## src/rtl/cc_frame_pkg.sv

```systemverilog
// Shared types and constants for the UART command-frame controller.
// Holds the FSM state encoding, frame byte values and rejection codes.
package cc_frame_pkg;

  typedef enum logic [2:0] {
    IDLE,
    GET_CMD,
    GET_LEN,
    PAYLOAD,
    GET_CKSUM,
    COMMIT
  } state_e;

  localparam logic [7:0] SOF           = 8'hA5;
  localparam logic [7:0] CMD_LOAD_KEY  = 8'h01;
  localparam logic [7:0] CMD_LOAD_DATA = 8'h02;
  localparam logic [7:0] CMD_START     = 8'h03;

  localparam logic [2:0] ERR_NONE       = 3'd0;
  localparam logic [2:0] ERR_BAD_CMD    = 3'd1;
  localparam logic [2:0] ERR_BAD_LEN    = 3'd2;
  localparam logic [2:0] ERR_BAD_CKSUM  = 3'd3;
  localparam logic [2:0] ERR_TIMEOUT    = 3'd4;
  localparam logic [2:0] ERR_RX_FRAMING = 3'd5;
  localparam logic [2:0] ERR_BUSY       = 3'd6;

  function automatic logic is_known_cmd(input logic [7:0] cmd);
    return (cmd == CMD_LOAD_KEY) || (cmd == CMD_LOAD_DATA) || (cmd == CMD_START);
  endfunction

  // 64-bit intermediate keeps bytes*10*CLK_FREQ from overflowing 32 bits.
  function automatic int timeout_cycles(input int bytes, input int clk_hz, input int baud);
    return int'((longint'(bytes) * 10 * longint'(clk_hz)) / longint'(baud));
  endfunction

endpackage

```

## src/rtl/cc_frame_ctrl_timer.sv

```systemverilog
// Inter-byte timeout counter: cleared on every received byte, held at 0 while disabled.
// expired is raised the cycle before the count reaches T-1 so the registered error lands with it.
module frame_timer #(
  parameter int T = 400
) (
  input  logic clk,
  input  logic rst_n,
  input  logic clear,
  input  logic enable,
  output logic expired
);

  localparam int CW = (T > 2) ? $clog2(T) : 1;
  localparam logic [CW-1:0] LAST = CW'(T - 1);
  localparam logic [CW-1:0] ARM  = CW'(T - 2);

  logic [CW-1:0] count_q, count_d;

  always_comb begin
    count_d = count_q;
    if (clear || !enable) begin
      count_d = '0;
    end else if (count_q != LAST) begin
      count_d = count_q + CW'(1);
    end
  end

  always_ff @(posedge clk or negedge rst_n) begin
    if (!rst_n) begin
      count_q <= '0;
    end else begin
      count_q <= count_d;
    end
  end

  assign expired = enable && !clear && (count_q == ARM);

endmodule

```

## src/rtl/cc_frame_ctrl.sv

```systemverilog
// Parses UART bytes into command frames and, once the checksum verifies,
// replays the buffered payload as key/data register writes or issues a cipher start.
module cc_frame_ctrl
  import cc_frame_pkg::*;
#(
  parameter int CLK_FREQ      = 30_000_000,
  parameter int BAUD          = 9600,
  parameter int KEY_BYTES     = 16,
  parameter int BLOCK_BYTES   = 16,
  parameter int TIMEOUT_BYTES = 4
) (
  input  logic       clk,
  input  logic       rst_n,
  input  logic [7:0] rx_data,
  input  logic       rx_done,
  input  logic       rx_valid,
  input  logic       cipher_busy,
  output logic       wr_en,
  output logic       wr_sel,
  output logic [3:0] wr_addr,
  output logic [7:0] wr_data,
  output logic       cipher_start,
  output logic       frame_ok,
  output logic       frame_err,
  output logic [2:0] err_code
);

  localparam int BUF_DEPTH = (KEY_BYTES > BLOCK_BYTES) ? KEY_BYTES : BLOCK_BYTES;
  localparam int IDX_W     = (BUF_DEPTH > 1) ? $clog2(BUF_DEPTH) : 1;
  localparam int T         = timeout_cycles(TIMEOUT_BYTES, CLK_FREQ, BAUD);

  state_e     state_q, state_d;
  logic [7:0] cmd_q, cmd_d;
  logic [7:0] len_q, len_d;
  logic [7:0] cnt_q, cnt_d;
  logic [7:0] cksum_q, cksum_d;

  logic       wr_en_q, wr_en_d;
  logic       wr_sel_q, wr_sel_d;
  logic [3:0] wr_addr_q, wr_addr_d;
  logic [7:0] wr_data_q, wr_data_d;
  logic       cipher_start_q, cipher_start_d;
  logic       frame_ok_q, frame_ok_d;
  logic       frame_err_q, frame_err_d;
  logic [2:0] err_code_q, err_code_d;

  logic [7:0]       buf_q [BUF_DEPTH];
  logic             buf_we;
  logic [IDX_W-1:0] buf_idx;

  logic       byte_in;
  logic       in_frame;
  logic       timer_expired;
  logic       err_fire;
  logic [2:0] err_val;
  logic       len_ok;

  assign byte_in  = rx_done && rx_valid;
  assign in_frame = (state_q != IDLE) && (state_q != COMMIT);
  assign buf_idx  = cnt_q[IDX_W-1:0];
  assign len_ok   = ((cmd_q == CMD_LOAD_KEY)  && (rx_data == 8'(KEY_BYTES)))   ||
                    ((cmd_q == CMD_LOAD_DATA) && (rx_data == 8'(BLOCK_BYTES))) ||
                    ((cmd_q == CMD_START)     && (rx_data == 8'd0));

  frame_timer #(
    .T(T)
  ) u_timer (
    .clk    (clk),
    .rst_n  (rst_n),
    .clear  (rx_done),
    .enable (in_frame),
    .expired(timer_expired)
  );

  always_comb begin
    state_d        = state_q;
    cmd_d          = cmd_q;
    len_d          = len_q;
    cnt_d          = cnt_q;
    cksum_d        = cksum_q;
    wr_en_d        = 1'b0;
    wr_sel_d       = 1'b0;
    wr_addr_d      = 4'd0;
    wr_data_d      = 8'd0;
    cipher_start_d = 1'b0;
    frame_ok_d     = 1'b0;
    frame_err_d    = 1'b0;
    err_code_d     = err_code_q;
    buf_we         = 1'b0;
    err_fire       = 1'b0;
    err_val        = ERR_NONE;

    case (state_q)
      IDLE: begin
        if (byte_in && (rx_data == SOF)) begin
          state_d = GET_CMD;
        end
      end

      GET_CMD: begin
        if (byte_in) begin
          if (is_known_cmd(rx_data)) begin
            cmd_d   = rx_data;
            cksum_d = rx_data;
            state_d = GET_LEN;
          end else begin
            err_fire = 1'b1;
            err_val  = ERR_BAD_CMD;
          end
        end
      end

      GET_LEN: begin
        if (byte_in) begin
          if (len_ok) begin
            len_d   = rx_data;
            cksum_d = cksum_q ^ rx_data;
            cnt_d   = 8'd0;
            state_d = (rx_data == 8'd0) ? GET_CKSUM : PAYLOAD;
          end else begin
            err_fire = 1'b1;
            err_val  = ERR_BAD_LEN;
          end
        end
      end

      PAYLOAD: begin
        if (byte_in) begin
          buf_we  = 1'b1;
          cksum_d = cksum_q ^ rx_data;
          cnt_d   = cnt_q + 8'd1;
          if ((cnt_q + 8'd1) == len_q) begin
            state_d = GET_CKSUM;
          end
        end
      end

      GET_CKSUM: begin
        if (byte_in) begin
          if (rx_data != cksum_q) begin
            err_fire = 1'b1;
            err_val  = ERR_BAD_CKSUM;
          end else if (cmd_q == CMD_START) begin
            if (cipher_busy) begin
              err_fire = 1'b1;
              err_val  = ERR_BUSY;
            end else begin
              cipher_start_d = 1'b1;
              frame_ok_d     = 1'b1;
              cksum_d        = 8'd0;
              cnt_d          = 8'd0;
              state_d        = IDLE;
            end
          end else begin
            // Issue write 0 on the same edge that enters COMMIT so write k lands at +1+k.
            wr_en_d   = 1'b1;
            wr_sel_d  = (cmd_q == CMD_LOAD_DATA);
            wr_addr_d = 4'd0;
            wr_data_d = buf_q[0];
            cnt_d     = 8'd1;
            state_d   = COMMIT;
          end
        end
      end

      COMMIT: begin
        if (cnt_q < len_q) begin
          wr_en_d   = 1'b1;
          wr_sel_d  = (cmd_q == CMD_LOAD_DATA);
          wr_addr_d = cnt_q[3:0];
          wr_data_d = buf_q[buf_idx];
          cnt_d     = cnt_q + 8'd1;
        end else begin
          frame_ok_d = 1'b1;
          cksum_d    = 8'd0;
          cnt_d      = 8'd0;
          state_d    = IDLE;
        end
      end

      default: begin
        state_d = IDLE;
      end
    endcase

    if (in_frame) begin
      if (rx_done && !rx_valid) begin
        err_fire = 1'b1;
        err_val  = ERR_RX_FRAMING;
      end else if (timer_expired) begin
        err_fire = 1'b1;
        err_val  = ERR_TIMEOUT;
      end
    end

    if (err_fire) begin
      state_d        = IDLE;
      cnt_d          = 8'd0;
      cksum_d        = 8'd0;
      buf_we         = 1'b0;
      wr_en_d        = 1'b0;
      wr_sel_d       = 1'b0;
      wr_addr_d      = 4'd0;
      wr_data_d      = 8'd0;
      cipher_start_d = 1'b0;
      frame_ok_d     = 1'b0;
      frame_err_d    = 1'b1;
      err_code_d     = err_val;
    end
  end

  always_ff @(posedge clk or negedge rst_n) begin
    if (!rst_n) begin
      state_q        <= IDLE;
      cmd_q          <= 8'd0;
      len_q          <= 8'd0;
      cnt_q          <= 8'd0;
      cksum_q        <= 8'd0;
      wr_en_q        <= 1'b0;
      wr_sel_q       <= 1'b0;
      wr_addr_q      <= 4'd0;
      wr_data_q      <= 8'd0;
      cipher_start_q <= 1'b0;
      frame_ok_q     <= 1'b0;
      frame_err_q    <= 1'b0;
      err_code_q     <= ERR_NONE;
    end else begin
      state_q        <= state_d;
      cmd_q          <= cmd_d;
      len_q          <= len_d;
      cnt_q          <= cnt_d;
      cksum_q        <= cksum_d;
      wr_en_q        <= wr_en_d;
      wr_sel_q       <= wr_sel_d;
      wr_addr_q      <= wr_addr_d;
      wr_data_q      <= wr_data_d;
      cipher_start_q <= cipher_start_d;
      frame_ok_q     <= frame_ok_d;
      frame_err_q    <= frame_err_d;
      err_code_q     <= err_code_d;
    end
  end

  // Payload buffer carries no reset; its contents only matter after a full frame arrives.
  always_ff @(posedge clk) begin
    if (buf_we) begin
      buf_q[buf_idx] <= rx_data;
    end
  end

  assign wr_en        = wr_en_q;
  assign wr_sel       = wr_sel_q;
  assign wr_addr      = wr_addr_q;
  assign wr_data      = wr_data_q;
  assign cipher_start = cipher_start_q;
  assign frame_ok     = frame_ok_q;
  assign frame_err    = frame_err_q;
  assign err_code     = err_code_q;

endmodule

```

## config.mk

```make
export PLATFORM = sky130hd
export DESIGN_NAME = cc_frame_ctrl
export DESIGN_NICKNAME = d
export VERILOG_FILES = /design/src/rtl/cc_frame_pkg.sv /design/src/rtl/cc_frame_ctrl_timer.sv /design/src/rtl/cc_frame_ctrl.sv
export SDC_FILE = /design/constraint.sdc
export NUM_CORES = 1
export LEC_CHECK = 0
export ABC_AREA = 1
export CAP_MARGIN = 10
export CORE_MARGIN = 2
export CORE_UTILIZATION = 30
export DETAILED_ROUTE_END_ITERATION = 12
export GPL_TIMING_DRIVEN = 0
export PLACE_DENSITY = 0.46
export SETUP_SLACK_MARGIN = 0.5
export SLEW_MARGIN = 20
export SYNTH_ARGS = -nofsm -noshare
export SYNTH_HDL_FRONTEND = slang
export SYNTH_HIERARCHICAL = 1
export SYNTH_SLANG_ARGS = --single-unit
export TNS_END_PERCENT = 100
```

## constraint.sdc

```tcl
create_clock -name clk -period 6.5 [get_ports clk]
set_input_delay 1.3 -clock clk [delete_from_list [all_inputs] [get_ports clk]]
set_output_delay 1.3 -clock clk [all_outputs]
set_load 0.02 [all_outputs]
```

Word level (Yosys, flattened, before mapping)
Memory sizes are Yosys's and may differ from the RTL's. Cells that the tools add are included.

Flip-flop bits (word level): 72. Memory bits (writable): 128. Bits of input ports: 13. Output and inout bits: 20. Memories kept: 1.

Memories: buf_q (depth 16, width 8, read ports 2, clocked after Yosys merged registers in 0, write ports 1, line cc_frame_ctrl.sv:47) `logic [7:0] buf_q [BUF_DEPTH];`.

Add/subtract/negate cells: 2. $lt $le $gt $ge: 1. Equal/unequal tests: 31. Muxes and demuxes: 98. Bitwise operators: 1. Reduce and logical (&&, ||, !) cells: 28.

Operator list (count): 2-to-1 mux 8 bit (24); 2-to-1 mux 3 bit (21); one-hot mux 8 bit (5 select lines) (1); inequality test 3 bit, second input constant (13); 2-to-1 mux 1 bit (37); 2-to-1 mux 17 bit (2); == test 8 x 2 -> 1 bit, second input constant (4); one-hot mux 8 bit (4 select lines) (1); AND reduction 11 bit (2); one-hot mux 3 bit (6 select lines) (1); adder 17 x 1 -> 17 bit, second input constant (1); == test 17 bit, second input constant (1); inequality test 17 bit, second input constant (1); == test 8 x 1 -> 1 bit, second input constant (2); one-hot mux 8 bit (2 select lines) (1); 2-to-1 mux 4 bit (3); logical AND 1 bit (9); one-hot mux 3 bit (3 select lines) (1); adder 8 x 1 -> 8 bit, second input constant (1); == test 8 x 5 -> 1 bit, second input constant (1); == test 8 bit (1); == test 8 bit, second input constant (1); logical NOT 8 bit (1); < comparator 8 bit (1); other kinds (18) (30).

Logic depth before layout (Yosys ltp)
Depth after elaboration: 13. Depth in mapped cells: 17.

Modules after synthesis
Netlist, hierarchy kept.

By module, submodules not included: cc_frame_ctrl (instances 1, cells an instance 809, area each 8473.1 µm²); frame_timer (instances 1, cells an instance 168, area each 1128.6 µm²).

Least setup slack after synthesis
OpenSTA, ideal clock, no wires.

Path type: in2reg. Start: input rx_data[1]. End: memory buf_q[11][0] (enable). Library setup time: 0.370 ns. Arrival time: 2.801 ns. Path slack: 3.329 ns. Cell stages on the path: 11. Path buffers: 0. Cell sequence: inv_1 -> nand2_1 -> nand2_1 -> nand2_1 -> nor2_1 -> nand4_1 -> a21oi_4 -> nand2_2 -> nor2_2 -> nand2_1 -> nor2_1.

Cells in the longest elaborated chain, start to end: 13. Elaborated cells between the ends (all ways): 26.

RTL lines: start: declaration (line cc_frame_ctrl.sv:14) `input logic [7:0] rx_data,`; == test 8 x 5 -> 1 bit (line cc_frame_ctrl.sv:61, cc_frame_ctrl.sv:62); logical AND 1 bit, on equally long branches (line cc_frame_ctrl.sv:61, cc_frame_ctrl.sv:62); logical OR 1 bit (line cc_frame_ctrl.sv:61) `assign len_ok = ((cmd_q == CMD_LOAD_KEY) && (rx_data == 8'(KEY_BYTES))) ||`; logical OR 1 bit (line cc_frame_ctrl.sv:62) `((cmd_q == CMD_LOAD_DATA) && (rx_data == 8'(BLOCK_BYTES))) ||`; 2-to-1 mux 1 bit (line cc_frame_ctrl.sv:115) `if (len_ok) begin`; 2-to-1 mux 1 bit (line cc_frame_ctrl.sv:114) `if (byte_in) begin`; one-hot mux 1 bit (3 select lines) * (line cc_frame_ctrl.sv:93) `case (state_q)`; 2-to-1 mux 1 bit (line cc_frame_ctrl.sv:190) `end else if (timer_expired) begin`; 2-to-1 mux 1 bit (line cc_frame_ctrl.sv:187) `if (rx_done && !rx_valid) begin`; 2-to-1 mux 1 bit * (line cc_frame_ctrl.sv:186) `if (in_frame) begin`; 2-to-1 mux 1 bit * (line cc_frame_ctrl.sv:196) `if (err_fire) begin`; 2-to-1 mux 1 bit * (line cc_frame_ctrl.sv:246) `if (buf_we) begin`; 2-to-1 mux 1 bit (not written as such) * (line cc_frame_ctrl.sv:247) `buf_q[buf_idx] <= rx_data;`; end: declaration (line cc_frame_ctrl.sv:47).

Every way passes the cells marked *; elsewhere a longest branch is shown, timed or not.

Worst setup path after layout
Start: input rx_data[3]. End: memory buf_q[12][2] (enable).

Same word-level chain as after synthesis.

==> impl_metrics.tcl <==
set metrics [dict create \
    status "completed" \
    synth_mux_area_share_pct 0 \
    drc_errors 0 \
    core_um2 31600 \
    ys_ff_latch 200 \
    rr_endpoint "buf_q[12][2]" \
    utilization_pct 35.1 \
    synth_top_family_by_area "simple AND/OR/NAND/NOR gates" \
    drtPass1Iterations 6 \
    rsz0062_at_grt "no" \
    num_vias 7091 \
    dieArea_um2 33500 \
    critPathKind "input port to register" \
    yosys_warnings 6 \
    synthAdderAreaFrac_pct 2.08 \
    nets 1058 \
    cts_setup_buffers 0 \
    p_int_uw 2320 \
    final-seq-area_um2 5650 \
    vdd_drop_max_v 0.000194 \
    final_common_cell "nand2_1" \
    finalCritPeriodShare_pct 72.2 \
    gr-total-overflow 0 \
    finalSetupViolations 0 \
    path_clk_slew_ps 80 \
    setup-tns-final_ps 0 \
    fillCellCount 3199 \
    cp_max_fo 20 \
    syn-num-nets 1006 \
    clock_skew_ps 16.0 \
    drt_iter0_drc 658 \
    antenna_found_initial 1 \
    mostFrequentLayoutCells "226 x nand2_1, 128 x edfxtp_1, 122 x nor2_1, 77 x inv_1" \
    timing.final.crit_period_ps 4690 \
    syn_area_um2 9600 \
    cts.hold.buffers_added 0 \
    ant_nets 0 \
    reg2reg_setup_slack_ps 2950 \
    first_global_vias 6875 \
    dp_hpwl_um 18200 \
    p_switching_uw 1320 \
    synth_xor_area_share_pct 0.639 \
    synth_cell_type_count 52 \
    arrival_ps 4780 \
    cp.required_ps 6580 \
    antennaDiodeCount 0 \
    viasPerCell 4.91 \
    grt_first_pass_wirelength_um 40800 \
    end_kind "register" \
    rows 65 \
    finalHoldViolCount 0 \
    synthFlopType "edfxtp_1" \
    maxCapViolations 0 \
    synth_cells 977 \
    worst_pin_slew_ps 1070 \
    cts_resized 0 \
    p_leak_uw 0.00434 \
    multiInputGateArea_um2 3430 \
    hold-worst-slack_ps 492 \
    die_x_um 183 \
    cts_inserted_buffers 17 \
    timing.fmax_mhz 213 \
    io_buffer_count 32 \
    pwr-share-seq_pct 39.8 \
    insertion_delay_ps 460 \
    power_density_nw_per_um2 329 \
    synth_compound_area_share_pct 11.4 \
    p_sw_share_pct 36.3 \
    layout-drive-gt1-share_pct 10.2 \
    grt_start_max_net_pins 41 \
    clockPowerShare_pct 31.4 \
    globalplace.congestion 0.815 \
    regToRegStartpoint "state_q[1]" \
    min_path_type "register to register" \
    ys_seq_area_share_pct 58.8 \
    ctsRootBufferMaster "clkbuf_16" \
    cts_tree "yes" \
    synth_edf_count 128 \
    slew_violations 0 \
    wirelength_um 26000 \
    slew_headroom_pct 28.4 \
    grt_usage_pct 16.1 \
    rr_worst_depth 15 \
    min_from "len_q[4]" \
    htree_levels 4 \
    ios 33 \
    die_h_um 183 \
    timing.hold.worst_endpoint "len_q[4]" \
    synthToLayoutAreaGrowth_pct 15.4 \
    cts.path.max_buffers 2 \
    holdPathStages 2 \
    avgSynthCellArea_um2 9.83 \
    power_frac_comb_pct 28.8 \
    routedWlPerCell_um 18.0 \
    start_util_pct 30.4 \
    async_flop_share_pct 36.0 \
    synth-simple-area-share_pct 21.6 \
    cts_sinks 200 \
    start_kind "input port" \
]
## power by group through the flow
stage	sequential, uW	clock (uW)	combinational, uW
floorplan	1490	0	713
global placement	1480	0	1050
detailed placement	1480	0	1060
CTS	1450	1170	1060
global route	1460	1220	1160
finish	1450	1150	1050
## area by class of cell
cell class	count	area share, %
buffer	33	1.51
clock buffer	17	3.84
clock inverter	15	1.95
inverter	93	3.22
multi-input combinational	651	31.0
sequential	200	50.9
tap	402	4.54
timing repair buffer	33	3.03
## Yosys cell counts, types with 2 or more instances
master / instances / share of area [%]
a21oi_1: 72 / 3.8
a22oi_1: 16 / 1.3
a32o_1: 8 / 0.83
a32oi_1: 16 / 1.5
buf_1: 3 / 0.12
buf_2: 4 / 0.21
buf_6: 3 / 0.35
clkbuf_1: 22 / 0.86
dfrtp_1: 72 / 19
edfxtp_1: 128 / 40
ha_1: 16 / 2.1
inv_1: 77 / 3.0
inv_2: 13 / 0.51
nand2_1: 226 / 8.8
nand2_2: 6 / 0.39
nand2_4: 3 / 0.35
nand2_8: 2 / 0.42
nand3_1: 55 / 2.9
nand3_2: 5 / 0.52
nand3b_1: 2 / 0.16
nand4_1: 16 / 1.0
nor2_1: 122 / 4.8
nor2_2: 7 / 0.46
nor2_4: 7 / 0.82
nor3_1: 2 / 0.10
o21ai_0: 13 / 0.68
o21ai_1: 5 / 0.26
o21ai_2: 9 / 0.82
o22ai_1: 18 / 1.2
o31ai_1: 2 / 0.16
xor2_1: 6 / 0.55
## worst max-delay path by stage
stage          depth (start not counted)      endpoint       start  slack (ps)
2_1_floorplan                         11  buf_q[11][0]  rx_data[1]        3330
3_3_place_gp                          12  buf_q[15][3]  rx_data[0]        1290
3_5_place_dp                          11  buf_q[12][3]  rx_data[1]        1220
4_1_cts                               12  buf_q[12][7]  rx_data[0]        1680
5_1_grt                               11  buf_q[12][2]  rx_data[3]        1480
6_report                              11  buf_q[12][2]  rx_data[3]        1810
## stage by stage
| step | cells | power (uW) | cell area (um^2) | worst slack [ps] |
|---|---|---|---|---|
| final | 1444 | 3650 | 11100 | 1810 |
| after global routing | 1444 | 3840 | 11100 | 1480 |
| after CTS | 1444 | 3680 | 11100 | 1680 |
| after detailed placement | 1412 | 2530 | 10500 | 1220 |
| after global placement | 1411 | 2530 | 10400 | 1290 |
| after floorplan | 977 | 2200 | 9600 | 3330 |
## logic make-up after synthesis
family,Yosys count
AND/OR/NAND/NOR,459
flip-flops,200
adder cells (fa/ha/maj),16
XOR/XNOR,7
buffers and inverters,126
AO/OA/AOI/OAI,169
## flip-flops by register name, indices dropped and copies added, names as in the netlist
register         count
frame_err            1
wr_data              8
cksum_q              8
len_q                8
wr_sel               1
cipher_start         1
u_timer/count_q     17
frame_ok             1
buf_q              128
cnt_q                8
err_code             3
state_q              3
cmd_q                8
wr_en                1
wr_addr              4
## routing by layer
metal | up-vias | wire, um | GRT usage, %
met4 | 0 | 435 | 4.67
met2 | 160 | 12000 | 25.8
met5 | - | 0 | 0
li1 | 3458 | - | -
met1 | 3450 | 12600 | 22.7
met3 | 23 | 945 | 2.56
## critical path, stage by stage
cell,delay (ps)
clkdlybuf4s50_1,1170
nand2_1,160
nand2_1,110
nand2_1,50
nor2_1,180
nand4_1,250
a21oi_4,300
nand2_2,120
nor2_2,220
nand2_1,190
nor2_1,700
(Power assumes the default switching activity.)
==> RTL change 1: new RTL, same flow settings <==
Register the inputs `rx_done`, `rx_valid` and `cipher_busy` before use, without a reset. The logic sees them one clock later. The other inputs are not delayed to match.
--- a/src/rtl/cc_frame_ctrl.sv
+++ b/src/rtl/cc_frame_ctrl.sv
@@ -29,6 +29,16 @@
   localparam int IDX_W     = (BUF_DEPTH > 1) ? $clog2(BUF_DEPTH) : 1;
   localparam int T         = timeout_cycles(TIMEOUT_BYTES, CLK_FREQ, BAUD);
 
+  logic rx_done_q;
+  logic rx_valid_q;
+  logic cipher_busy_q;
+
+  always_ff @(posedge clk) begin
+    rx_done_q     <= rx_done;
+    rx_valid_q    <= rx_valid;
+    cipher_busy_q <= cipher_busy;
+  end
+
   state_e     state_q, state_d;
   logic [7:0] cmd_q, cmd_d;
   logic [7:0] len_q, len_d;
@@ -55,7 +65,7 @@
   logic [2:0] err_val;
   logic       len_ok;
 
-  assign byte_in  = rx_done && rx_valid;
+  assign byte_in  = rx_done_q && rx_valid_q;
   assign in_frame = (state_q != IDLE) && (state_q != COMMIT);
   assign buf_idx  = cnt_q[IDX_W-1:0];
   assign len_ok   = ((cmd_q == CMD_LOAD_KEY)  && (rx_data == 8'(KEY_BYTES)))   ||
@@ -67,7 +77,7 @@
   ) u_timer (
     .clk    (clk),
     .rst_n  (rst_n),
-    .clear  (rx_done),
+    .clear  (rx_done_q),
     .enable (in_frame),
     .expired(timer_expired)
   );
@@ -141,7 +151,7 @@
             err_fire = 1'b1;
             err_val  = ERR_BAD_CKSUM;
           end else if (cmd_q == CMD_START) begin
-            if (cipher_busy) begin
+            if (cipher_busy_q) begin
               err_fire = 1'b1;
               err_val  = ERR_BUSY;
             end else begin
@@ -184,7 +194,7 @@
     endcase
 
     if (in_frame) begin
-      if (rx_done && !rx_valid) begin
+      if (rx_done_q && !rx_valid_q) begin
         err_fire = 1'b1;
         err_val  = ERR_RX_FRAMING;
       end else if (timer_expired) begin
Formal check against the unedited RTL: not equivalent (a bounded check fails within 4 cycles, from zero or initial values and one cycle with rst_n low).
==> RTL change 1 against the original RTL <==
- cell area up 1.1%
- fmax down 0.73%
- routed wire length up 1.7%
- power up 5.0%
- setup slack worse by 0.035 ns
- area after synthesis down 1.3%
- sequential cell count up 3
- critical endpoint is now buf_q[5][6]
- largest cell class unchanged
==> RTL change 1: results (changes against the original RTL) <==
Detailed routing
  – Met1 Wirelength: 12450 um (-1.0%)

Finish
  – Comb_multi_in: 667 (+2.5%)
  – # fillers: 3168 (-0.97%)
  – Fraction of area in multi-input gates: 29.09% (-1.9 points)
  – Non-clock inverters: 100 (+7.5%)
  – Fraction of layout cells with a size suffix above 1: 8.141% (-2.0 points)

CTS
  – CTS Buffer Depth: 3 (+1)
  – Clk Latency, worst-skew pair: 0.53 ns (+0.07 ns)
  – CTS buffer count: 25 (+8)
  – CTS H-Tree Depth: 1 (-3)

Synth
  – Post-synthesis xor/xnor area fraction: 0.5547% (-0.084 points)
  – Dominant cells by area after synthesis: edfxtp_1 (41%), dfrtp_1 (19%), nand2_1 (9.9%)
  – Synth Area in Compound Gates: 10.61% (-0.80 points)
  – Syn nets: 1029 (+2.3%)

Placement
  – Final HPWL from detailed placement: 18270 um (+0.27%)
  – Placed inst area: 10310 sq um (-1.3%)
  – Placer Congestion: 0.8319 (+2.1%)

GRT
  – Met3 usage: 2.507% (-0.055 points)
  – Largest net degree at the start of global routing: 40 (-2.4%)
  – Initial antenna violation count: 0 (-1)

Power
  – Comb power frac: 22.7% (-6.1 points)
  – Max VDD drop: 173.7 uV (-11%)
  – Leak pwr: 4.525 nW (+4.2%)

Outcome
  – Outcome: completed

Critical path
  – Worst path max stage delay: 1.19 ns (+0.02 ns)
  – Reg2reg start: state_q[2]

STA
  – Slew @ Worst Pin: 1.108 ns (+0.03652 ns)
RTL change 1: cell types whose count changed in the layout (fill, tap and decap cells not counted), sizes merged, moves of 5 or more:
cell,unedited run,this run
nand2,237,261
clkbuf,39,57
nor2,137,125
nand3,61,70
a32o,8,0
nand4,16,10
a21oi,73,78
o21ai,27,32
RTL change 1: how the worst min path moves through the flow:
stage | slack, ns | startpoint | to | cells past startpoint
finish | 0.49 | cmd_q[4] | cmd_q[4] | 2
global route | 0.52 | cmd_q[5] | cmd_q[5] | 2
CTS | 0.50 | cmd_q[6] | cmd_q[6] | 2
detailed placement | 0.49 | cmd_q[6] | cmd_q[6] | 2
global placement | 0.48 | cmd_q[6] | cmd_q[6] | 2
floorplan | 0.47 | cmd_q[5] | cmd_q[5] | 2
RTL change 1: stage by stage:
stage	std cells	setup WS, ns
floorplan	1002	3.270
global placement	1436	1.236
detailed placement	1437	1.132
CTS	1483	1.734
global route	1483	1.517
finish	1483	1.771
==> RTL change 2: new RTL, same flow settings <==
Made on the original files. The parameter `CLK_FREQ` goes from 30_000_000 to 15_000_000.
--- a/src/rtl/cc_frame_ctrl.sv
+++ b/src/rtl/cc_frame_ctrl.sv
@@ -3,7 +3,7 @@
 module cc_frame_ctrl
   import cc_frame_pkg::*;
 #(
-  parameter int CLK_FREQ      = 30_000_000,
+  parameter int CLK_FREQ      = 15_000_000,
   parameter int BAUD          = 9600,
   parameter int KEY_BYTES     = 16,
   parameter int BLOCK_BYTES   = 16,
Formal check against the unedited RTL: no difference found for any inputs over 4 cycles, from zero or initial values and one cycle with rst_n low; that may be too few to reach the edited logic, so the function may still have changed.
==> RTL change 2 against the original RTL <==
- worst hold slack better by 0.0025 ns
- cell area fell by 1.5%
- non-clock buffer count decreased by 1
- sequential cell count fell by 1
- fmax is 0.52% lower
- clock skew down 0.00080 ns
- area after synthesis down 1.3%
- global-route usage down 0.21 points
- power down 1.1%
- setup slack got worse by 0.025 ns
- cell count fell by 1.7%
- critical path depth unchanged
- routed wire length down 1.3%
==> RTL change 2: results (changes against the original RTL) <==
GRT
  – Met3 usage: 3.008% (+0.45 points)
  – Vias in the first global route: 6747 (-1.9%)
  – Initial antenna violation count: 0 (-1)
  – First-pass GRT wire length: 39590 um (-2.9%)

Synth
  – Avg Synthesized Cell Area: 9.940 sq um (+1.1%)
  – Seq/Total Area, Yosys: 59.33% (+0.54 points)
  – Syn nets: 982 (-2.4%)
  – Dominant cells by area after synthesis: edfxtp_1 (41%), dfrtp_1 (19%), nand2_1 (8.8%)

Finish
  – Non-clock buffer count in the final layout: 65 (-1.5%)
  – Seq cells: 199 (-0.50%)
  – Sequential fraction of total cell area: 51.47% (+0.53 points)
  – # fillers: 3179 (-0.63%)
  – Fraction of layout cells with a size suffix above 1: 9.332% (-0.84 points)
  – Final cell count without fillers: 1420 (-1.7%)
  – Fraction of area in multi-input gates: 30.45% (-0.52 points)
  – Buffer share of cell area: 4.732% (+0.19 points)

Critical path
  – Setup slack, reg-to-reg: 3.03 ns (+0.08 ns)
  – Critical Path AT: 4.79 ns (about the same)
  – Worst path max stage delay: 1.19 ns (+0.02 ns)

Detailed routing
  – DR pass1 iterations: 5 (-1)
  – Initial DRC Count: 564 (-14%)
  – Metal2 WL: 11560 um (-3.6%)
  – DR WL met3: 1143 um (+21%)

Power
  – Switching share of power: 35.25% (-1.0 points)
  – Register share of total power: 40.1% (+0.3 points)
  – Pwr Total: 3.606 mW (-1.1%)

Outcome
  – Outcome: completed

STA
  – Slew @ Worst Pin: 1.095 ns (+0.02345 ns)
## RTL change 2: cell count changes in the layout (fill, tap and decap cells not counted), moves of 3 or more
| cell | unedited run | this run |
|---|---|---|
| nand2_2 | 6 | 3 |
| buf_2 | 6 | 2 |
| clkinv_8 | 5 | 1 |
| nor2_2 | 7 | 4 |
| nand3_1 | 55 | 50 |
| nand2_1 | 226 | 223 |
| nor2_1 | 122 | 117 |
## RTL change 2: final timing paths
kind / end
setup / recovery: buf_q[6][5]
hold / removal: cmd_q[4]
setup reg to reg: buf_q[6][5]
hold reg to reg: cmd_q[4]
max in group asynchronous: cnt_q[7]
min in group asynchronous: u_timer/count_q[0]
## RTL change 2: kinds of logic after synthesis
logic type               after synthesis  synth area share, %
flip-flops                           199                59.33
AND/OR/NAND/NOR                      443                21.27
buffers and inverters                125                5.574
XOR/XNOR                               4               0.3698
adder cells (fa/ha/maj)               16                2.113
AO/OA/AOI/OAI                        166                11.35
